### src/rtl/cond_ex_stage.sv
// cond_ex_stage: execute-stage back end sitting directly after the ALU.
// It holds the NZCV flag register and checks each instruction's ARM
// condition field against those flags. Register, memory and PC write
// enables are gated by the result of that check. The flags are updated only
// by instructions that pass. The result is registered into the EX/MEM
// register behind a valid/ready handshake, and there is no skid buffer.
// Optional feature: define COND_SQUASH_CNT_EN to add the squash_cnt output,
// which counts condition-failed instructions.
module cond_ex_stage #(
    parameter int          DATA_W    = 32,
    parameter int          REG_AW    = 4,
    parameter logic [3:0]  FLAGS_RST = 4'b0000
) (
    input  logic              clk,
    input  logic              reset_n,
    input  logic              flush,
    input  logic              in_valid,
    output logic              in_ready,
    input  logic [DATA_W-1:0] Result,
    input  logic [3:0]        ALUFlags,
    input  logic [3:0]        Cond,
    input  logic [1:0]        FlagWrite,
    input  logic              RegWrite,
    input  logic              MemWrite,
    input  logic              PCSrc,
    input  logic              MemtoReg,
    input  logic [REG_AW-1:0] WA3,
    input  logic [DATA_W-1:0] WriteData,
    output logic              out_valid,
    input  logic              out_ready,
    output logic [DATA_W-1:0] ResultM,
    output logic [DATA_W-1:0] WriteDataM,
    output logic [REG_AW-1:0] WA3M,
    output logic              MemtoRegM,
    output logic              RegWriteM,
    output logic              MemWriteM,
    output logic              PCSrcM,
`ifdef COND_SQUASH_CNT_EN
    output logic [15:0]       squash_cnt,
`endif
    output logic [3:0]        Flags
);

    logic cond_ex;
    logic accept;
    logic n, z, c, v;

    assign {n, z, c, v} = Flags;
    assign in_ready     = ~out_valid | out_ready;
    // flush kills the incoming instruction as well as the stage contents
    assign accept       = in_valid & in_ready & ~flush;

    // Decode the condition from the committed flags, not from the ALU flags
    always_comb begin
        cond_ex = 1'b0;
        case (Cond)
            4'b0000: cond_ex = z;
            4'b0001: cond_ex = ~z;
            4'b0010: cond_ex = c;
            4'b0011: cond_ex = ~c;
            4'b0100: cond_ex = n;
            4'b0101: cond_ex = ~n;
            4'b0110: cond_ex = v;
            4'b0111: cond_ex = ~v;
            4'b1000: cond_ex = c & ~z;
            4'b1001: cond_ex = ~c | z;
            4'b1010: cond_ex = (n == v);
            4'b1011: cond_ex = (n != v);
            4'b1100: cond_ex = ~z & (n == v);
            4'b1101: cond_ex = z | (n != v);
            4'b1110: cond_ex = 1'b1;
            default: cond_ex = 1'b0;
        endcase
    end

    // Flag register: only passing, accepted instructions commit their flags
    always_ff @(posedge clk or negedge reset_n) begin
        if (!reset_n) begin
            Flags <= FLAGS_RST;
        end else if (accept && cond_ex) begin
            if (FlagWrite[1]) Flags[3:2] <= ALUFlags[3:2];
            if (FlagWrite[0]) Flags[1:0] <= ALUFlags[1:0];
        end
    end

    // EX/MEM register: load on accept, drain on out_ready, hold on stall.
    // A failed instruction still loads, as a bubble with its enables cleared.
    always_ff @(posedge clk or negedge reset_n) begin
        if (!reset_n) begin
            out_valid  <= 1'b0;
            ResultM    <= '0;
            WriteDataM <= '0;
            WA3M       <= '0;
            MemtoRegM  <= 1'b0;
            RegWriteM  <= 1'b0;
            MemWriteM  <= 1'b0;
            PCSrcM     <= 1'b0;
        end else if (flush) begin
            out_valid <= 1'b0;
            RegWriteM <= 1'b0;
            MemWriteM <= 1'b0;
            PCSrcM    <= 1'b0;
        end else if (accept) begin
            out_valid  <= 1'b1;
            ResultM    <= Result;
            WriteDataM <= WriteData;
            WA3M       <= WA3;
            MemtoRegM  <= MemtoReg;
            RegWriteM  <= RegWrite & cond_ex;
            MemWriteM  <= MemWrite & cond_ex;
            PCSrcM     <= PCSrc & cond_ex;
        end else if (out_ready) begin
            out_valid <= 1'b0;
        end
    end

`ifdef COND_SQUASH_CNT_EN
    // Count squashed instructions that wanted to write something; wraps
    always_ff @(posedge clk or negedge reset_n) begin
        if (!reset_n)
            squash_cnt <= 16'h0000;
        else if (accept && !cond_ex && (RegWrite || MemWrite || PCSrc))
            squash_cnt <= squash_cnt + 16'h0001;
    end
`endif

endmodule

### config.mk
export PLATFORM = sky130hd
export DESIGN_NAME = cond_ex_stage
export DESIGN_NICKNAME = d
export VERILOG_FILES = /design/src/rtl/cond_ex_stage.sv
export SDC_FILE = /design/constraint.sdc
export NUM_CORES = 1
export LEC_CHECK = 0
export CAP_MARGIN = 20
export CORE_MARGIN = 2
export CORE_UTILIZATION = 39
export DETAILED_ROUTE_END_ITERATION = 10
export PLACE_DENSITY = 0.8
export SYNTH_ARGS = -nofsm -noshare
export SYNTH_HDL_FRONTEND = slang
export SYNTH_SLANG_ARGS = --single-unit
### constraint.sdc
create_clock -name clk -period 2.38 [get_ports clk]
set_input_delay 0.476 -clock clk [delete_from_list [all_inputs] [get_ports clk]]
set_output_delay 0.476 -clock clk [all_outputs]
set_load 0.02 [all_outputs]
==> Word-level counts from Yosys, hierarchy flattened <==
Cells that the tools add are included.
{ "word_totals": {"ff_bits": 77, "in_bits": 87} }
{ "op_classes": {"n_eq_ne": 16, "mux": 10, "bitwise": 16, "n_reduce_logical": 7} }
{ "op_table": {"columns": ["cell", "n"], "rows": [
  ["$eq 4x4->1 const B", 7],
  ["$eq 4x3->1 const B", 4],
  ["$pmux 1 s15", 1],
  ["$mux 1", 9],
  ["$eq 4x2->1 const B", 2],
  ["$and 1x1->1", 7],
  ["$not 1->1", 6],
  ["$reduce_and 2->1", 3],
  ["$eq 4x1->1 const B", 1],
  ["$logic_not 4->1", 1],
  ["$or 1x1->1", 3],
  ["$reduce_bool 3->1", 1],
  ["$reduce_bool 2->1", 1],
  ["$eq 1x1->1", 1],
  ["$logic_and 1x1->1", 1],
  ["$ne 1x1->1", 1]
]} }

==> Depth between registers and ports, before layout <==
Gate-level depths: netlist (run 1).
{ "logic_depth": {"depth_word": 6, "ltp_mapped": 6, "depth_no_buf": 5} }

==> Least setup slack after synthesis (run 1) <==
No wires, ideal clock.
{ "synth_path": {"path_type": "input-to-reg", "from": "input port out_ready", "to": "register WriteDataM[10]", "setup_ps": 128, "t_arrival_ps": 1902, "setup_slack_ps": 350, "cell_stages": 6, "cell_sequence": "nand2b_1 -> nand2_1 -> nor2_1 -> buf_2 -> buf_2 -> mux2_1"} }
{ "synth_via": {"elab_chain_len": 4} }
{ "synth_rtl": {"columns": ["item", "line", "text"], "rows": [
  ["start: declaration", "30", "input logic out_ready,"],
  ["$or 1x1->1", "49", "assign in_ready = ~out_valid | out_ready;"],
  ["$and 1x1->1 (2 in series)", "51", "assign accept = in_valid & in_ready & ~flush;"],
  ["$reduce_and 2->1 (no line)", null, null],
  ["end signal: assignment", "106", "WriteDataM <= WriteData;"],
  ["end: declaration", "32", "output logic [DATA_W-1:0] WriteDataM,"]
]} }
Every way passes these cells.
A chain may end at the register's enable or synchronous reset.

==> Final worst setup path (run 1) <==
{ "layout_path": {"from": "input port Cond[2]", "to": "register Flags[2]"} }
{ "layout_via": {"elab_chain_len": 4} }
{ "layout_rtl": {"columns": ["item", "line", "text"], "rows": [
  ["start: declaration", "21", "input logic [3:0] Cond,"],
  ["$eq 4x4->1 (tied with other cells)", "56", "case (Cond)"],
  ["$pmux 1 s15 *", "56", null],
  ["$logic_and 1x1->1 *", "80", "end else if (accept && cond_ex) begin"],
  ["$reduce_and 2->1 (no line) *", null, null],
  ["end signal: assignment", "81", "if (FlagWrite[1]) Flags[3:2] <= ALUFlags[3:2];"],
  ["end: declaration", "41", "output logic [3:0] Flags"]
]} }
Every way passes the cells marked *; elsewhere a longest branch is shown, timed or not.

==> results of run 1 <==
path summary, 6_finish.rpt:
path | to | startpoint | depth (start not counted) | slack [ps]
setup / recovery | Flags[2] | Cond[2] | 6 | 100
hold / removal | ResultM[29] | reset_n | 1 | 80
setup reg to reg | Flags[2] | Flags[3] | 5 | 400
hold reg to reg | WriteDataM[16] | WriteDataM[16] | 1 | 490
max in group asynchronous | WriteDataM[7] | reset_n | 2 | 1710
min in group clk | WriteDataM[16] | WriteDataM[16] | 1 | 490
layout make-up:
type / instances / area, um^2
Clock buffer: 11 / 141
Clock inverter: 5 / 58.8
Fill cell: 600 / 2620
Inverter: 2 / 7.51
Multi-Input combinational cell: 112 / 1140
Sequential cell: 77 / 1930
Tap cell: 102 / 128
Timing Repair Buffer: 173 / 1740
flip-flops by register name, indices dropped and copies added (netlist names):
| signal | count |
|---|---|
| WriteDataM | 32 |
| out_valid | 1 |
| MemtoRegM | 1 |
| ResultM | 32 |
| RegWriteM | 1 |
| PCSrcM | 1 |
| MemWriteM | 1 |
| WA3M | 4 |
| Flags | 4 |
layer usage:
| metal | track usage [%] | part of all wire (%) |
|---|---|---|
| met2 | 30.8 | 51 |
| met5 | 0 | 0 |
| met3 | 5.72 | 8.2 |
| met4 | 6.88 | 1.7 |
| met1 | 21.3 | 39 |
cell usage in the layout, fill, tap and decap left out, drive strengths merged, types with 3 or more instances in the layout:
cell / instances
inv: 3
a32o: 3
nand2: 3
a21oi: 4
clkdlybuf4s50: 163
clkbuf: 11
buf: 10
dfrtp: 77
nor2: 4
mux2: 73
mux2i: 3
where the power goes:
part / total [uW] / internal [uW] / leakage (uW) / switching [uW]
clock: 993 / 516 / 0.0000959 / 478
sequential: 1710 / 1550 / 0.000913 / 160
combinational: 1400 / 778 / 0.00109 / 623
repair_timing:
item | 4_1_cts | 5_1_grt
hold endpoints to repair | 0 | 0
hold buffers | 0 | 0
resized for setup | 0 | 1
endpoints found under the setup margin | 0 | 4
per-stage QoR:
| step | TNS [ps] | hold WS (ps) | setup slack, ps | total power, uW |
|---|---|---|---|---|
| final | 0 | 77.8 | 96.5 | 4100 |
| after global routing | -75.7 | 103 | -35.9 | 4300 |
| after CTS | 0 | 90.6 | 146 | 4140 |
| after detailed placement | -1180 | 467 | -202 | 3140 |
| after global placement | -767 | 461 | -133 | 3100 |
| after floorplan | 0 | 180 | 350 | 2370 |
logic make-up (layout without fill, tap and decap cells):
kind of cell	count (synthesis)	in the layout	share of synthesized area (%)
and+or+nand+nor	18	18	3.80
buffers and inverters	13	191	2.24
AOI/OAI and AO/OA	16	16	4.52
DFF	77	77	61.6
muxes	76	76	27.3
xor gates and xnor gates	2	2	0.560
==> impl_results.md, run 1 <==
* Result of the run: completed
* Antenna violations before repair at 0
* Yosys reg bits at between 70 and 80
* RePlAce Congestion at about 0.75
* Most common cell in the netlist: dfrtp_1
* First-pass GRT wire length at about 12000 um
* Antenna cells at 0
* GRT Overall Usage at a little under a fifth
* Number of synthesized flops with an enable pin at 0
* # port buffers at about 160
* HP Class: input pin to asynchronous set/reset pin
* Yosys top cell area share at between 60 and 70%
* Most common flop cell mapped by yosys: dfrtp_1
* Max_slew headroom at between 60% and 70%
* Post-route ant nets at 0
* Longest Clk Path Bufs at 2
* Post-CTS Setup Inserts at 0
* Power Density at about 800 mW/mm^2
* Peak VDD IR at between 0.4 and 0.5 mV
* Die span in x at approximately 94 um
* CORE AREA at between 0.007 and 0.008 mm^2
* Avg WL per Cell at approximately 16 um
* Leakage at ~0.0021 uW
* Asr flop ratio synth at 100%
* Final instance area at 0.00515 mm^2
* Clk root buf: clkbuf_8
* Max Fclk at ~440 MHz
* Max-slew violations at 0
* Num CTS Buffers at 9
* Critical Path AT at 2500 ps
* Clock Skew at 10.6 ps
* Largest net degree at the start of global routing at 44
* # IOs at 165
* Startpoint types: input pin
* CP cell instances: clkdlybuf4s50_1 > or3b_1 > a21bo_1 > o32ai_1 > o311ai_2 > mux2_1
* Post-DP HPWL at 5710 um
* Max-cap violations at 0
* Vias per cell at 4.87
* Layout cells sized above 1 at around 22%
* WP data required at about 2600 ps
* Via count at 2348
* Gr ovfl total at 0
* CP delay by family, top: compound AO/OA/AOI/OAI gates
* CP bufs+invs at 1
* Nets at ~460
* Max incr delay on CP at 570 ps
* Final hold violation count at 0
* Setup-failing EPs final at 0
* Final Util at around two thirds
* Kind of critical path: input pin to flop
* Row Count at 32
* Die Ht at a little over 90 um
* Post-synthesis sequential area ratio at 61.6%
* Synth area leader: dfrtp_1
* Die area at about 0.009 mm^2
* Mapped Area at between 0.003 and 0.004 mm^2
* Initial Utilization at approximately two fifths
* Synth cell types at 29
* Dpl cell area at between 0.004 and 0.005 mm^2
* Vias in the first global route at about 2600
* Area growth from synthesis to layout at 64.7%
* CTS tree: built
* Post-route clock period utilization at ~96%
* Clock-pin slew on the worst setup and hold paths at approximately 80 ps
* Tmin final at approximately 2300 ps
* Final WL at 7580 um
* First-pass detailed-route iteration total at 4
* Fin cells at between 400 and 500
* Mapped Nets at approximately 290
* CTS sink cnt at 77
* Post-synth top cells: 77 x dfrtp_1, 49 x mux2_2, 24 x mux2_1
* Mean area per synthesized cell at 15.5 um^2
* Initial DRC Count at 46
* Actual slew at the worst max-slew pin at about 570 ps
* Top cells by area, synth: dfrtp_1 62%, mux2_2 18%, mux2_1 8.6%
* DRC viols at 0
* Synthesis warning total at 0
* CTS H-Tree Depth at 3
* Placed Instances at around 470
* Syn Inst Count at ~200
* Clk Latency, worst-skew pair at roughly 340 ps
* Critical path's slowest cell: clkdlybuf4s50_1
* CP endpoint kind: flop
* Maximum fanout along the worst path at 9
(Power assumes the default switching activity.)
==> run 2, diff against run 1 <==
--- a/config.mk
+++ b/config.mk
@@ -11,3 +11,3 @@
 export DETAILED_ROUTE_END_ITERATION = 10
-export PLACE_DENSITY = 0.8
+export PLACE_DENSITY = 0.79
 export SYNTH_ARGS = -nofsm -noshare
==> constraint.sdc (replaced) <==
create_clock -name clk -period 2.38 [get_ports clk]
set_input_delay 0.238 -clock clk [delete_from_list [all_inputs] [get_ports clk]]
set_output_delay 0.238 -clock clk [all_outputs]
set_load 0.02 [all_outputs]
==> run 2 against run 1 <==
Net effect: routed wire length down 2.7%; combinational power about the same; sequential power about the same; power down 0.93%; core utilization down 0.84 points; flip-flop and latch count unchanged; first-iteration DRC count down 2.2%; register-to-register slack about the same; worst setup slack better by 210 ps; fmax up 10%; non-clock buffer count down 6; clock power down 1%.
==> impl_results.md, run 2 (synthesis results as in run 1) <==
* Result of the run: completed
* Vias in the first global route at 2446 (-4.6%)
* Post-CTS Setup Inserts at 0 (unchanged)
* Tmin final at 2070 ps (-215 ps)
* Met2 WL at 3720 um (-3.0%)
* Final Util at 65.5% (-0.84 points)
* Final hold violation count at 0 (unchanged)
* CP cell instances: clkdlybuf4s50_1 > or3b_1 > a21bo_1 > o32ai_1 > o311ai_2 > mux2_1
* RePlAce Congestion at 0.738 (-2.1%)
* Largest net degree at the start of global routing at 78 (+77%)
* First-pass GRT wire length at 11800 um (-5.0%)
* Critical path's slowest cell: clkdlybuf4s50_1
* GRT Overall Usage at 17.2% (-0.87 points)
* Row Count at 32 (unchanged)
* Clk Latency, worst-skew pair at 330 ps (about the same)
* Critical Path AT at 2280 ps (-220 ps)
* Commonest non-fill, non-tap cells in the layout: 163 x clkdlybuf4s50_1, 77 x dfrtp_1, 49 x mux2_2
* CTS sink cnt at 77 (unchanged)
* Die Ht at 93.5 um (unchanged)
* DRC viols at 0 (unchanged)
* HP Class: input pin to asynchronous set/reset pin
* Metal1 wirelength at 2860 um (-4.2%)
* Clock Skew at 6.31 ps (-4.32 ps)
* Post-place setup slack at -21.3 ps (+181 ps)
* Startpoint types: input pin
* Initial DRC Count at 45 (-2.2%)
* Max_slew headroom at 37.2% (-24 points)
* Max Fclk at 483 MHz (+10%)
* Tot Pwr at 4060 uW (-0.93%)
* First-pass detailed-route iteration total at 4 (unchanged)
* Initial Utilization at 40.3% (unchanged)
* Antenna cells at 0 (unchanged)
* Area growth from synthesis to layout at 62.6%
* Post-DP HPWL at 5470 um (-4.2%)
* CTS resizes at 0 (unchanged)
* Clock-pin slew on the worst setup and hold paths at 70 ps (about the same)
* Max-cap violations at 0 (unchanged)
* Post-route ant nets at 0 (unchanged)
* Setup repair after global routing missed its margin: no
* CTS tree: built
* Uppermost layer routed: met4
* # hold bufs at CTS at 0 (unchanged)
* Kind of critical path: input pin to flop
* Post-route clock period utilization at 86.9% (-9.0 points)
* Nets at 456 (-1.3%)
* R2r setup slk at 410 ps (about the same)
* Max incr delay on CP at 590 ps (+20 ps)
* Leakage at 0.00207 uW (-1.4%)
* # port buffers at 164 (unchanged)
* CP endpoint kind: flop
* Die area at 0.00875 mm^2 (unchanged)
* CORE AREA at 0.00777 mm^2 (unchanged)
* Actual slew at the worst max-slew pin at 942 ps (+368 ps)
* Most common cell after layout, fill and taps aside: clkdlybuf4s50_1
* Power Density at 799 mW/mm^2 (+0.33%)
* Length of routed met3 wiring at 684 um (+9.4%)
* # IOs at 165 (unchanged)
* Layout cells sized above 1 at 20.1% (-1.5 points)
* Hold slack at 63.6 ps (-14.2 ps)
* Worst Setup Slack, final at 311 ps (+215 ps)
* Setup-failing EPs final at 0 (unchanged)
* Final WL at 7370 um (-2.7%)
* Max-slew violations at 0 (unchanged)
* Peak VDD IR at 0.522 mV (+7.8%)
* Via count at 2293 (-2.3%)
* Die span in x at 93.5 um (unchanged)
* Setup Total Neg Slack at 0 ps (unchanged)
* Num CTS Buffers at 9 (unchanged)
* Longest Clk Path Bufs at 2 (unchanged)
* Maximum fanout along the worst path at 11 (+2)
* Avg WL per Cell at 15.5 um (-1.3%)
* Largest registers: ResultM x32, WriteDataM x32
* CTS H-Tree Depth at 3 (unchanged)
* WP data required at 2600 ps (about the same)
* Vias per cell at 4.83 (-0.90%)
* Gr ovfl total at 0 (unchanged)
* Clk root buf: clkbuf_8
* Antenna violations before repair at 0 (unchanged)
==> run 2: final cells by class <==
class / instances / area (um^2)
clock inverter: 4 / 47.5
timing repair buffer: 167 / 1690
sequential: 77 / 1930
fill: 608 / 2680
tap: 102 / 128
inverter: 2 / 7.51
multi-input combinational: 112 / 1140
clock buffer: 11 / 151
==> run 2: metrics by stage <==
stage	instances	area (um^2)
finish	475	5080
CTS	475	5080
global route	475	5080
detailed placement	460	4890
floorplan	202	3130
global placement	460	4890
==> run 2: critical path, delay by kind of cell <==
kind / cells / cell delay [ps]
AO/OA/AOI/OAI: 3 / 680
buffers and inverters: 1 / 590
AND/OR/NAND/NOR: 1 / 450
multiplexers: 1 / 330
==> run 2: report_power, final <==
part	leakage (uW)	internal (uW)	total, uW	switching (uW)
clock network	0.000101	533	982	449
logic	0.00106	767	1380	608
registers	0.000913	1550	1710	159
==> run 2: per-layer routing <==
layer  GRT usage (%)  vias to the layer above
met1            19.7                     1125
li1                -                     1061
met5               0                        -
met3            6.85                       10
met4            4.95                        0
met2            29.7                       97
==> run 2: final timing paths <==
kind                       cells after the start           start             end
setup / recovery                               6         Cond[2]        Flags[1]
hold / removal                                 1         reset_n  WriteDataM[28]
setup reg to reg                               5        Flags[3]        Flags[1]
hold reg to reg                                1  WriteDataM[16]  WriteDataM[16]
max in group asynchronous                      1         reset_n  WriteDataM[23]
min in group clk                               1  WriteDataM[16]  WriteDataM[16]
